### src/rtl/debounce_multi.sv
// rtl/debounce_multi.sv - multi-channel debouncer with edge pulses and sticky event flags
module debounce_multi #(
   parameter int CHANNELS      = 4,
   parameter int STABLE_CYCLES = 4000000,
   parameter int CNT_W         = 22,
   parameter int SYNC_STAGES   = 2
) (
   input  logic                clk,
   input  logic                rst,
   input  logic [CHANNELS-1:0] in,
   input  logic [1:0]          mode,
   input  logic [CHANNELS-1:0] clr,
   output logic [CHANNELS-1:0] level,
   output logic [CHANNELS-1:0] pulse,
   output logic [CHANNELS-1:0] evt
);
   localparam logic [CNT_W-1:0] CNT_LAST = CNT_W'(STABLE_CYCLES - 1);
   localparam logic [CNT_W-1:0] CNT_ONE  = CNT_W'(1);

   logic [SYNC_STAGES-1:0][CHANNELS-1:0] sync_q, sync_d;
   logic [CHANNELS-1:0][CNT_W-1:0]       cnt_q, cnt_d;
   logic [CHANNELS-1:0]                  level_q, level_d;
   logic [CHANNELS-1:0]                  pulse_q, pulse_d;
   logic [CHANNELS-1:0]                  evt_q, evt_d;
   logic [CHANNELS-1:0]                  s;

   always_comb begin
      sync_d    = sync_q;
      sync_d[0] = in;
      for (int k = 1; k < SYNC_STAGES; k++) begin
         sync_d[k] = sync_q[k-1];
      end
   end

   assign s = sync_q[SYNC_STAGES-1];

   // A channel's count only advances while the synchronised input disagrees with the accepted level.
   always_comb begin
      level_d = level_q;
      pulse_d = '0;
      cnt_d   = cnt_q;
      evt_d   = evt_q & ~clr;
      for (int i = 0; i < CHANNELS; i++) begin
         if (s[i] == level_q[i]) begin
            cnt_d[i] = '0;
         end else if (cnt_q[i] < CNT_LAST) begin
            cnt_d[i] = cnt_q[i] + CNT_ONE;
         end else begin
            cnt_d[i]   = '0;
            level_d[i] = s[i];
            pulse_d[i] = s[i] ? mode[0] : mode[1];
         end
      end
      evt_d = evt_d | pulse_d;
   end

   always_ff @(posedge clk or negedge rst) begin
      if (!rst) begin
         sync_q  <= '0;
         cnt_q   <= '0;
         level_q <= '0;
         pulse_q <= '0;
         evt_q   <= '0;
      end else begin
         sync_q  <= sync_d;
         cnt_q   <= cnt_d;
         level_q <= level_d;
         pulse_q <= pulse_d;
         evt_q   <= evt_d;
      end
   end

   assign level = level_q;
   assign pulse = pulse_q;
   assign evt   = evt_q;
endmodule

### config.mk
export PLATFORM = sky130hd
export DESIGN_NAME = debounce_multi
export DESIGN_NICKNAME = d
export VERILOG_FILES = /design/src/rtl/debounce_multi.sv
export SDC_FILE = /design/constraint.sdc
export NUM_CORES = 1
export LEC_CHECK = 0
export ABC_AREA = 1
export CAP_MARGIN = 20
export CORE_ASPECT_RATIO = 0.7
export CORE_MARGIN = 3
export CORE_UTILIZATION = 40
export CTS_CLUSTER_DIAMETER = 100
export CTS_CLUSTER_SIZE = 10
export DETAILED_ROUTE_END_ITERATION = 8
export DONT_BUFFER_PORTS = 1
export GPL_TIMING_DRIVEN = 0
export PLACE_DENSITY = 0.53
export SLEW_MARGIN = 5
export SYNTH_ARGS = -nofsm -noshare
export SYNTH_HDL_FRONTEND = slang
export SYNTH_SLANG_ARGS = --single-unit
### constraint.sdc
create_clock -name clk -period 2.1 [get_ports clk]
set_input_delay 0.21 -clock clk [delete_from_list [all_inputs] [get_ports clk]]
set_output_delay 0.21 -clock clk [all_outputs]
set_load 0.05 [all_outputs]
# Word level (Yosys, flattened, before mapping)
# Cells that the tools add are included.
# W data, S select, Z words.
# classes
n_addsub	4
magnitude_cmp	4
eq_ne	4
mux	20
n_bitwise	11
n_reduce_logical	4
# op_table
operator	count
$mux W22	8
$add A22 B1 Y22 const B	4
$lt A22 B22 Y1 const B	4
$mux W1	12
$not A1 Y1	8
$reduce_and A2 Y1	4
$and A4 B4 Y4	1
$eq A1 B1 Y1	4
$not A4 Y4	1
$or A4 B4 Y4	1
# totals
register_bits	108
out_inout_bits	12

# Depth between registers and ports, before layout
# Gate-level depths: netlist of run 1.
# logic_depth
word_depth	4
depth_mapped	9

# Least setup slack after synthesis of run 1
# OpenSTA, ideal clock, no wires.
# synth_timing
kind	register -> register
startpoint	register level_q[1], in the netlist level[1]
endpoint	register cnt_q[34] (netlist name)
setup_time_ps	71
t_arrival_ps	1518
t_required_ps	2029
setup_slack_ps	511
path_stages_with_launch	7
period_less_slack_ps	1589
path_cell_list	dfrtp_1 > inv_1 > or2_2 > nand2_1 > nand3_4 > buf_8 > nor2_1
# synth_rtl
element	line	text
start, declared	22	logic [CHANNELS-1:0] level_q, level_d;
start signal, assigned	67	level_q <= level_d;
end signal, assigned	66	cnt_q <= cnt_d;
end, declared	21	logic [CHANNELS-1:0][CNT_W-1:0] cnt_q, cnt_d;

==> results by stage, run 1 <==
Die:
- The x dimension of the die is 150.7 um.
- The number of ports placed on the die boundary is 24.
- In this run the vertical extent of the chip is about 110 um.
- Row generation in the floorplan step produced 36 rows.
- The overall die area is around 16,000 sq um.
- Once the floorplan was initialized, standard cells occupied 41.46% of the core.
- The placeable core region is approximately 14,000 sq um.

Route:
- For this block, the routed nets add up to between 10 and 15 mm of wire.
- The DRC marker count from the first detailed-route iteration is ~340.
- Before antenna repair, the detailed router went through 5 iterations.
- The average routed wire per standard cell is about 13 um.
- The detail route stage leaves a number of antenna-violating nets equal to 0.
- Dividing the detail-routed via count by the number of cells gives approximately 4.9.
- The total vias in the final route is between 4,000 and 5,000.
- In the routed design, unresolved DRC markers number 0.

Logic synthesis:
- Summing the areas of all fa, ha and maj instances in the mapped netlist gives less than 1% of the synthesized area.
- The proportion of synthesized chip area in sequential cells is between 40% and 50%.
- The post-synth design cell area is between 5000 and 6000 sq um.
- sky130_fd_sc_hd__dfrtp_1 takes more of the synthesized area than any other cell.
- The synthesized net count is about 800.
- Of the total synthesized cell area, the portion taken by XOR and XNOR cells is 7.169%.
- The Yosys step of the flow raised 0 warnings.
- The number of different library cells used by synthesis comes to 31.
- The share of synthesized area spent on multiplexers is 0%.
- By area, the combinational part of the netlist is dominated by simple AND/OR/NAND/NOR gates.
- By area the synthesized netlist is led by sky130_fd_sc_hd__dfrtp_1 (46%), sky130_fd_sc_hd__nand2_1 (13%), sky130_fd_sc_hd__nor2_1 (13%).
- The share of synthesized area in the top cell type comes to 46.08%.
- The instance count of the mapped netlist is ~780.
- The post-synthesis register bit count is between 100 and 150.
- The area fraction in and, or, nand and nor cells after synthesis is between 30% and 40%.
- Summing the areas of all compound-gate instances in the mapped netlist gives 3.371% of the synthesized area.
- Dividing the synthesized area by the synthesized cell count gives ~7.6 sq um.

Pwr:
- For this design the static power due to leakage is around 2.8 nW.
- For this design the ratio of total power to cell area is between 600 and 700 nW/um^2.
- The maximum VDD drop is around 0.38 mV.
- The post-layout total power is about 0.0043 W.

STA:
- The number of hold violations in the final report was ~110.
- The fmax is about 510 MHz.
- On the final layout, the worst clock skew is just over 0.009 ns.
- At the pin with the least slew margin, the transition time is approximately 0.58 ns.
- The tightest slew margin relative to the limit is 61.46%.
- The minimum hold slack is -0.4350 ns.
- The max-slew violation total from the final report was 0.
- After layout, the worst path uses 92.71% of the clock period.
- The final-layout setup total negative slack is 0 ns.
- The final period demand of the worst path is around 2 ns.
- Setup repair after global routing left no endpoint under its margin.
- After layout, the worst setup slack is about 0.15 ns.
- Setup violations remaining at the end of the flow were counted as 0.

Status:
- The run finished, with violations left.
- The final reports fail on negative hold slack.

Clock tree:
- The total clock buffers created by CTS is 9.
- At the later pin of the worst-skew pair, clock insertion delay measures 0.34 ns.
- The clock-pin slew reported for the worst setup and hold paths after clock tree synthesis is roughly 0.070 ns.
- The longest clock path from root to sink contains 2 buffers.
- In this run the clock root is driven by a sky130_fd_sc_hd__clkbuf_16.
- The number of hold-repair buffers added at the cts stage is 7.
- The post-CTS repair timing setup buffer count is 0.
- TritonCTS built the clock tree.
- For this design, the sink count on the clock tree is around 110.
- The number of gates resized after cts is 0.
- The clock tree synthesis step divided the H-tree into 3 levels.

Global routing:
- The met3 usage in global routing is roughly 3.0%.
- The met1 usage in global routing is about a quarter.
- The routing layer with the top usage in global route is met1.
- After global routing the overflow that remains totals 0.
- Global routing used ~17% of the available tracks.
- The global-route wire length before repair is approximately 22 mm.
- The initial antenna violation count is 0.
- The number of global-route vias before repair is between 4,000 and 5,000.
- For this run, global-route usage on met2 was measured as roughly 24%.
- The largest net degree at the start of global routing is approximately 110.

Setup path:
- The startpoint type of the worst setup path is a register.
- The beginning of the critical path is cnt_q[66].
- In this run the worst path has a maximum fanout of 10.
- The critical path goes through ha_1 -> nand2_1 -> nor2_2 -> nand3_2 -> nand3_4 -> buf_6 -> nor2_1.
- Data on the critical path arrives at its endpoint at about 2.2 ns.
- The kind of cell with the highest combined delay along the critical path is simple AND/OR/NAND/NOR gates.
- The buffer and inverter count on the worst path is 1.
- The category of the most critical setup path is register to register.
- The startpoint identified for the worst register-to-register timing path is cnt_q[66].
- For this design, the slowest cell found on the critical path is sky130_fd_sc_hd__dfrtp_1.
- The endpoint required time on the critical path is ~2.3 ns.
- The type of element capturing the critical path is a register.
- The largest single stage delay on the critical path is about 0.45 ns.

Run:
- Across the run, the number of max-cap violations was 0.

Finish:
- Compared with the post-synthesis result, the final layout area differs by 11.44%.
- The fraction of final layout cells sized beyond drive strength 1 is roughly 5.8%.
- The final instance area is 6535 sq um.
- The final net count is slightly above 800.
- The number of diodes added for antenna fixing is 0.
- The most common library cell in the layout ignoring fill and taps is sky130_fd_sc_hd__nand2_1.
- In the layout the commonest cells are sky130_fd_sc_hd__nand2_1 (207), sky130_fd_sc_hd__nor2_1 (205), sky130_fd_sc_hd__dfrtp_1 (108), sky130_fd_sc_hd__inv_1 (64), sky130_fd_sc_hd__nand3_1 (58).

Placement:
- The placed instance area is just over 6000 sq um.
- The final HPWL from detailed placement is just over 9 mm.
- The congestion estimate from routability-driven global placement came to just under 0.9.
- The number of buffers added on ports is 0.
- At the placement stage, the worst setup path has a slack of between 0.15 and 0.2 ns.

Hold path:
- In this run the worst hold path is classified as input port to asynchronous set/reset pin.
## path summary, 6_finish.rpt
check                                  to  slack, ns  depth (start not counted)
min in group clk                   evt[3]       0.03                          3
worst min-delay path            cnt_q[61]      -0.43                          0
worst max register to register  cnt_q[80]       0.15                          7
worst min register to register       s[1]       0.35                          0
worst max-delay path            cnt_q[80]       0.15                          7
max in group asynchronous       cnt_q[39]       2.35                          0
## sequential cells by signal, summed over array words and instances, names as in the netlist
signal  cells
s           4
pulse       4
evt         4
cnt_q      88
level       4
sync_d      4
## synthesized netlist by cell type
cell type	count
sky130_fd_sc_hd__o21bai_1	9
sky130_fd_sc_hd__nand4_2	1
sky130_fd_sc_hd__dfrtp_1	108
sky130_fd_sc_hd__a21oi_1	3
sky130_fd_sc_hd__nor2_4	1
sky130_fd_sc_hd__o22ai_1	5
sky130_fd_sc_hd__buf_6	3
sky130_fd_sc_hd__xnor2_1	17
sky130_fd_sc_hd__nor3_2	1
sky130_fd_sc_hd__nand3_2	3
sky130_fd_sc_hd__or2_2	4
sky130_fd_sc_hd__o21ai_0	15
sky130_fd_sc_hd__nand4_1	10
sky130_fd_sc_hd__nand2_1	207
sky130_fd_sc_hd__nand3b_1	2
sky130_fd_sc_hd__nor2_2	7
sky130_fd_sc_hd__xor2_1	31
sky130_fd_sc_hd__inv_1	64
sky130_fd_sc_hd__and2_1	1
sky130_fd_sc_hd__buf_8	1
sky130_fd_sc_hd__nor3_1	6
sky130_fd_sc_hd__nand3_1	58
sky130_fd_sc_hd__nand2_2	2
sky130_fd_sc_hd__ha_1	4
sky130_fd_sc_hd__nand3_4	2
sky130_fd_sc_hd__nor2_8	1
sky130_fd_sc_hd__nand3b_4	1
sky130_fd_sc_hd__a21oi_2	1
sky130_fd_sc_hd__buf_4	2
sky130_fd_sc_hd__nor3b_4	1
sky130_fd_sc_hd__nor2_1	205
## logic make-up (layout without fill, tap and decap cells)
group / Yosys count / count (layout)
XOR/XNOR: 48 / 48
adder cells (fa/ha/maj): 4 / 4
AND/OR/NAND/NOR: 513 / 513
flip-flops: 108 / 108
AO/OA/AOI/OAI: 33 / 33
buffers and inverters: 70 / 93
## through the flow
| stage | utilization (%) | cells |
|---|---|---|
| 2_1_floorplan | - | 776 |
| 3_3_place_gp | 43.14 | 966 |
| 3_5_place_dp | 43.14 | 966 |
| 4_1_cts | 46.20 | 989 |
| 5_1_grt | 46.20 | 989 |
| 6_report | 46.20 | 989 |
## layout make-up
class	count	area, sq um
Sequential cell	108	2703
Tap cell	190	237.7
Timing Repair Buffer	7	70.07
Inverter	64	240.2
Buffer	6	63.81
Clock inverter	6	133.9
Fill cell	1394	7609
Clock buffer	10	229.0
Multi-Input combinational cell	598	2858
## per-layer routing
metal | routed length (um) | part of all wire, %
met1 | 6705 | 53
met2 | 5245 | 42
met5 | 0 | 0
met3 | 549 | 4.4
met4 | 93 | 0.74
## power breakdown
part / internal, W / switching [W]
Clock: 0.00129 / 0.000758
Combinational: 0.0000497 / 0.0000630
Sequential: 0.00210 / 0.0000225
Total: 0.00344 / 0.000844
Power figures use the tool's default switching activity.
==> run 2, diff against run 1 <==
--- a/config.mk
+++ b/config.mk
@@ -16,6 +16,7 @@
 export DONT_BUFFER_PORTS = 1
 export GPL_TIMING_DRIVEN = 0
 export PLACE_DENSITY = 0.53
+export SETUP_SLACK_MARGIN = 0.1
 export SLEW_MARGIN = 5
 export SYNTH_ARGS = -nofsm -noshare
 export SYNTH_HDL_FRONTEND = slang
==> results by stage, run 2 (synthesis results as in run 1) <==
Route:
- The via density per instance was 4.852 (about the same).
- The detailed-route DRC error count is 0 (unchanged).
- The count of nets left with antenna violations after detail routing is 0 (unchanged).
- The average routed wire per standard cell is 12.73 um (about the same).
- The total vias in the final route is 4,799 (-0.021%).
- The detailed-routing iteration count for the pre-antenna-repair pass came to 5 (unchanged).
- The final routed wirelength across all metal layers is 12.59 mm (about the same).
- The DRC marker count from the first detailed-route iteration was 343 (unchanged).

Clock tree:
- The TritonCTS sink count is 108 (unchanged).
- The clock latency on the worst-skew pair is 0.34 ns (about the same).
- The post-CTS repair timing setup buffer count is 0 (unchanged).
- The clock-pin slew reported for the worst setup and hold paths after clock tree synthesis is 0.07 ns (about the same).
- The total clock buffers created by CTS was 9 (unchanged).
- In this run the clock root is driven by a sky130_fd_sc_hd__clkbuf_16.
- The CTS tree is done.
- The count of H-tree levels built during CTS is 3 (unchanged).
- The maximum clock path buffer count was 2 (unchanged).
- The number of hold-repair buffers added at the cts stage came to 7 (unchanged).

Global routing:
- The global routing usage summed across all routing layers is 16.91% (unchanged).
- The number of global-route vias before repair is 4,548 (unchanged).
- The initial antenna violation count was 0 (unchanged).
- The largest net degree at the start of global routing came to 109 (unchanged).
- The leftover overflow at the end of global routing is 0 (unchanged).
- The global-route wire length before repair came to 22.14 mm (unchanged).

Die:
- The total number of placement rows is 36 (unchanged).
- The placeable core region came to 14,140 sq um (unchanged).
- The overall die area is 16,170 sq um (unchanged).
- The height of the die is 107.3 um (unchanged).
- The effective utilization at floorplan is 41.46% (unchanged).
- The number of ports placed on the die boundary is 24 (unchanged).
- The x dimension of the die is 150.7 um (unchanged).

Setup path:
- The worst setup path is of the register to register kind.
- The endpoint required time on the critical path was 2.32 ns (about the same).
- The top fanout value on the critical path is 10 (unchanged).
- The cell with the largest stage delay on the worst path is sky130_fd_sc_hd__dfrtp_1.
- Among cell families on the critical path, the largest total delay comes from simple AND/OR/NAND/NOR gates.
- The launching point of the worst reg2reg path is cnt_q[66].
- The number of cells on the worst reg-to-reg path is 7 (unchanged).
- The maximum single-stage delay on the critical path is 0.45 ns (about the same).
- The worst setup path is launched from a register.
- The data arrival time of the critical path is 2.09 ns (-0.08 ns).
- The critical path goes through ha_1 -> nand2_1 -> nor2_4 -> nand3_2 -> nand3_4 -> buf_6 -> nor2_1.
- The type of element capturing the critical path is a register.
- The buffer and inverter count on the worst path is 1 (unchanged).
- The number of gates on the worst path with buffers counted was 7 (unchanged).
- The critical path starts at cnt_q[66].

Pwr:
- The power per standard cell area is 655.6 nW/um^2 (about the same).
- The static leakage is 2.818 nW (about the same).
- The maximum VDD drop was 0.3764 mV (-0.13%).

Placement:
- The total instance count after detailed placement is 966 (unchanged).
- The number of buffers added on ports is 0 (unchanged).
- The global placer's final weighted congestion is 0.8740 (unchanged).
- The final HPWL from detailed placement is 9.176 mm (unchanged).

STA:
- The fmax is 535.5 MHz (+4.3%).
- The period utilization is 88.93% (-3.8 points).
- The setup-violating endpoint count in the final report was 0 (unchanged).
- The final-layout setup total negative slack is 0 ns (unchanged).
- The post-route clock skew is 0.009120 ns (+0.00000003000 ns).
- The final period demand of the worst path was 1.867 ns (-0.07945 ns).
- The transition time at the pin with the least slew margin is 0.5781 ns (-0.00000005960 ns).
- The tightest slew margin relative to the limit was 61.46% (unchanged).
- Setup repair after global routing left no endpoint under its margin.
- The number of hold violations in the final report came to 108 (unchanged).
- The max-slew violation total from the final report is 0 (unchanged).
- The minimum hold slack is -0.4347 ns (+0.0002880 ns).

Finish:
- The share of the core filled with cells is 46.24% (about the same).
- The largest register by flop count is cnt_q.
- The final net count came to 810 (unchanged).
- The number of flip-flops under the largest register name is 88 (unchanged).
- The number of diodes added for antenna fixing is 0 (unchanged).
- The filler cell count in the final layout is 1,395 (+0.072%).
- The most common library cell in the layout ignoring fill and taps is sky130_fd_sc_hd__nand2_1.
- The area growth from synthesis to final layout is 11.52% (about the same).
- The non-filler instance count after layout is 989 (unchanged).
- Leaving out fill and tap cells, the most frequent cells in the layout are sky130_fd_sc_hd__nand2_1 (207), sky130_fd_sc_hd__nor2_1 (205), sky130_fd_sc_hd__dfrtp_1 (108), sky130_fd_sc_hd__inv_1 (64), sky130_fd_sc_hd__nand3_1 (58).
- The fraction of final layout cells sized beyond drive strength 1 is 5.757% (unchanged).

Status:
- The flow ran to the end, but the final reports show violations.
- The checks that failed: negative hold slack.

Run:
- The number of maximum-capacitance violations is 0 (unchanged).

Hold path:
- In this run the worst hold path is classified as input port to asynchronous set/reset pin.
## run 2: what timing repair did
action	4_1_cts	5_1_grt
resized for setup	0	1
setup endpoints to repair	0	10
hold endpoints to repair	115	108
## run 2: worst paths after layout
kind                                   to  slack, ns
worst max-delay path            cnt_q[80]       0.23
worst min-delay path            cnt_q[61]      -0.43
worst max register to register  cnt_q[80]       0.23
worst min register to register       s[1]       0.35
max in group asynchronous       cnt_q[39]       2.35
min in group clk                   evt[3]       0.03
## run 2: layout make-up
type	instances	area [sq um]	area share, %
Inverter	64	240.2	3.673
Clock buffer	10	229.0	3.501
Buffer	6	63.81	0.9757
Sequential cell	108	2703	41.32
Timing Repair Buffer	7	70.07	1.071
Tap cell	190	237.7	3.635
Multi-Input combinational cell	598	2863	43.77
Clock inverter	6	133.9	2.047
## run 2: through the flow
step / total power (W) / area (sq um) / hold WS (ns) / setup WS (ns)
finish: 0.004288 / 6540 / -0.4347 / 0.2325
detailed placement: 0.002273 / 6102 / -0.08046 / 0.1766
global route: 0.004481 / 6540 / -0.4642 / 0.1163
floorplan: 0.002245 / 5864 / -0.08559 / 0.5110
global placement: 0.002269 / 6102 / -0.08171 / 0.2095
CTS: 0.004376 / 6535 / -0.4555 / 0.1640
## run 2: per-layer routing
layer	global-route usage [%]	wire length [um]
met3	2.988	539
met4	4.269	93
met2	24.48	5249
met5	0	0
met1	26.05	6703
## run 2: worst register-to-register path: stages (launching register included)
cell	delay, ns
sky130_fd_sc_hd__dfrtp_1	0.45
sky130_fd_sc_hd__ha_1	0.31
sky130_fd_sc_hd__nand2_1	0.13
sky130_fd_sc_hd__nor2_4	0.21
sky130_fd_sc_hd__nand3_2	0.22
sky130_fd_sc_hd__nand3_4	0.22
sky130_fd_sc_hd__buf_6	0.17
sky130_fd_sc_hd__nor2_1	0.06
## run 2: power breakdown
group	switching (W)	internal, W
combinational	0.0000630	0.0000498
sequential	0.0000225	0.00210
clock	0.000758	0.00129
total	0.000844	0.00344
==> run 3, diff against run 2 <==
--- a/config.mk
+++ b/config.mk
@@ -17,7 +17,7 @@
 export GPL_TIMING_DRIVEN = 0
 export PLACE_DENSITY = 0.53
 export SETUP_SLACK_MARGIN = 0.1
-export SLEW_MARGIN = 5
+export SLEW_MARGIN = 20
 export SYNTH_ARGS = -nofsm -noshare
 export SYNTH_HDL_FRONTEND = slang
 export SYNTH_SLANG_ARGS = --single-unit
==> results of run 3 <==
The final DEF is identical to that of run 2; final timing and power are the same.
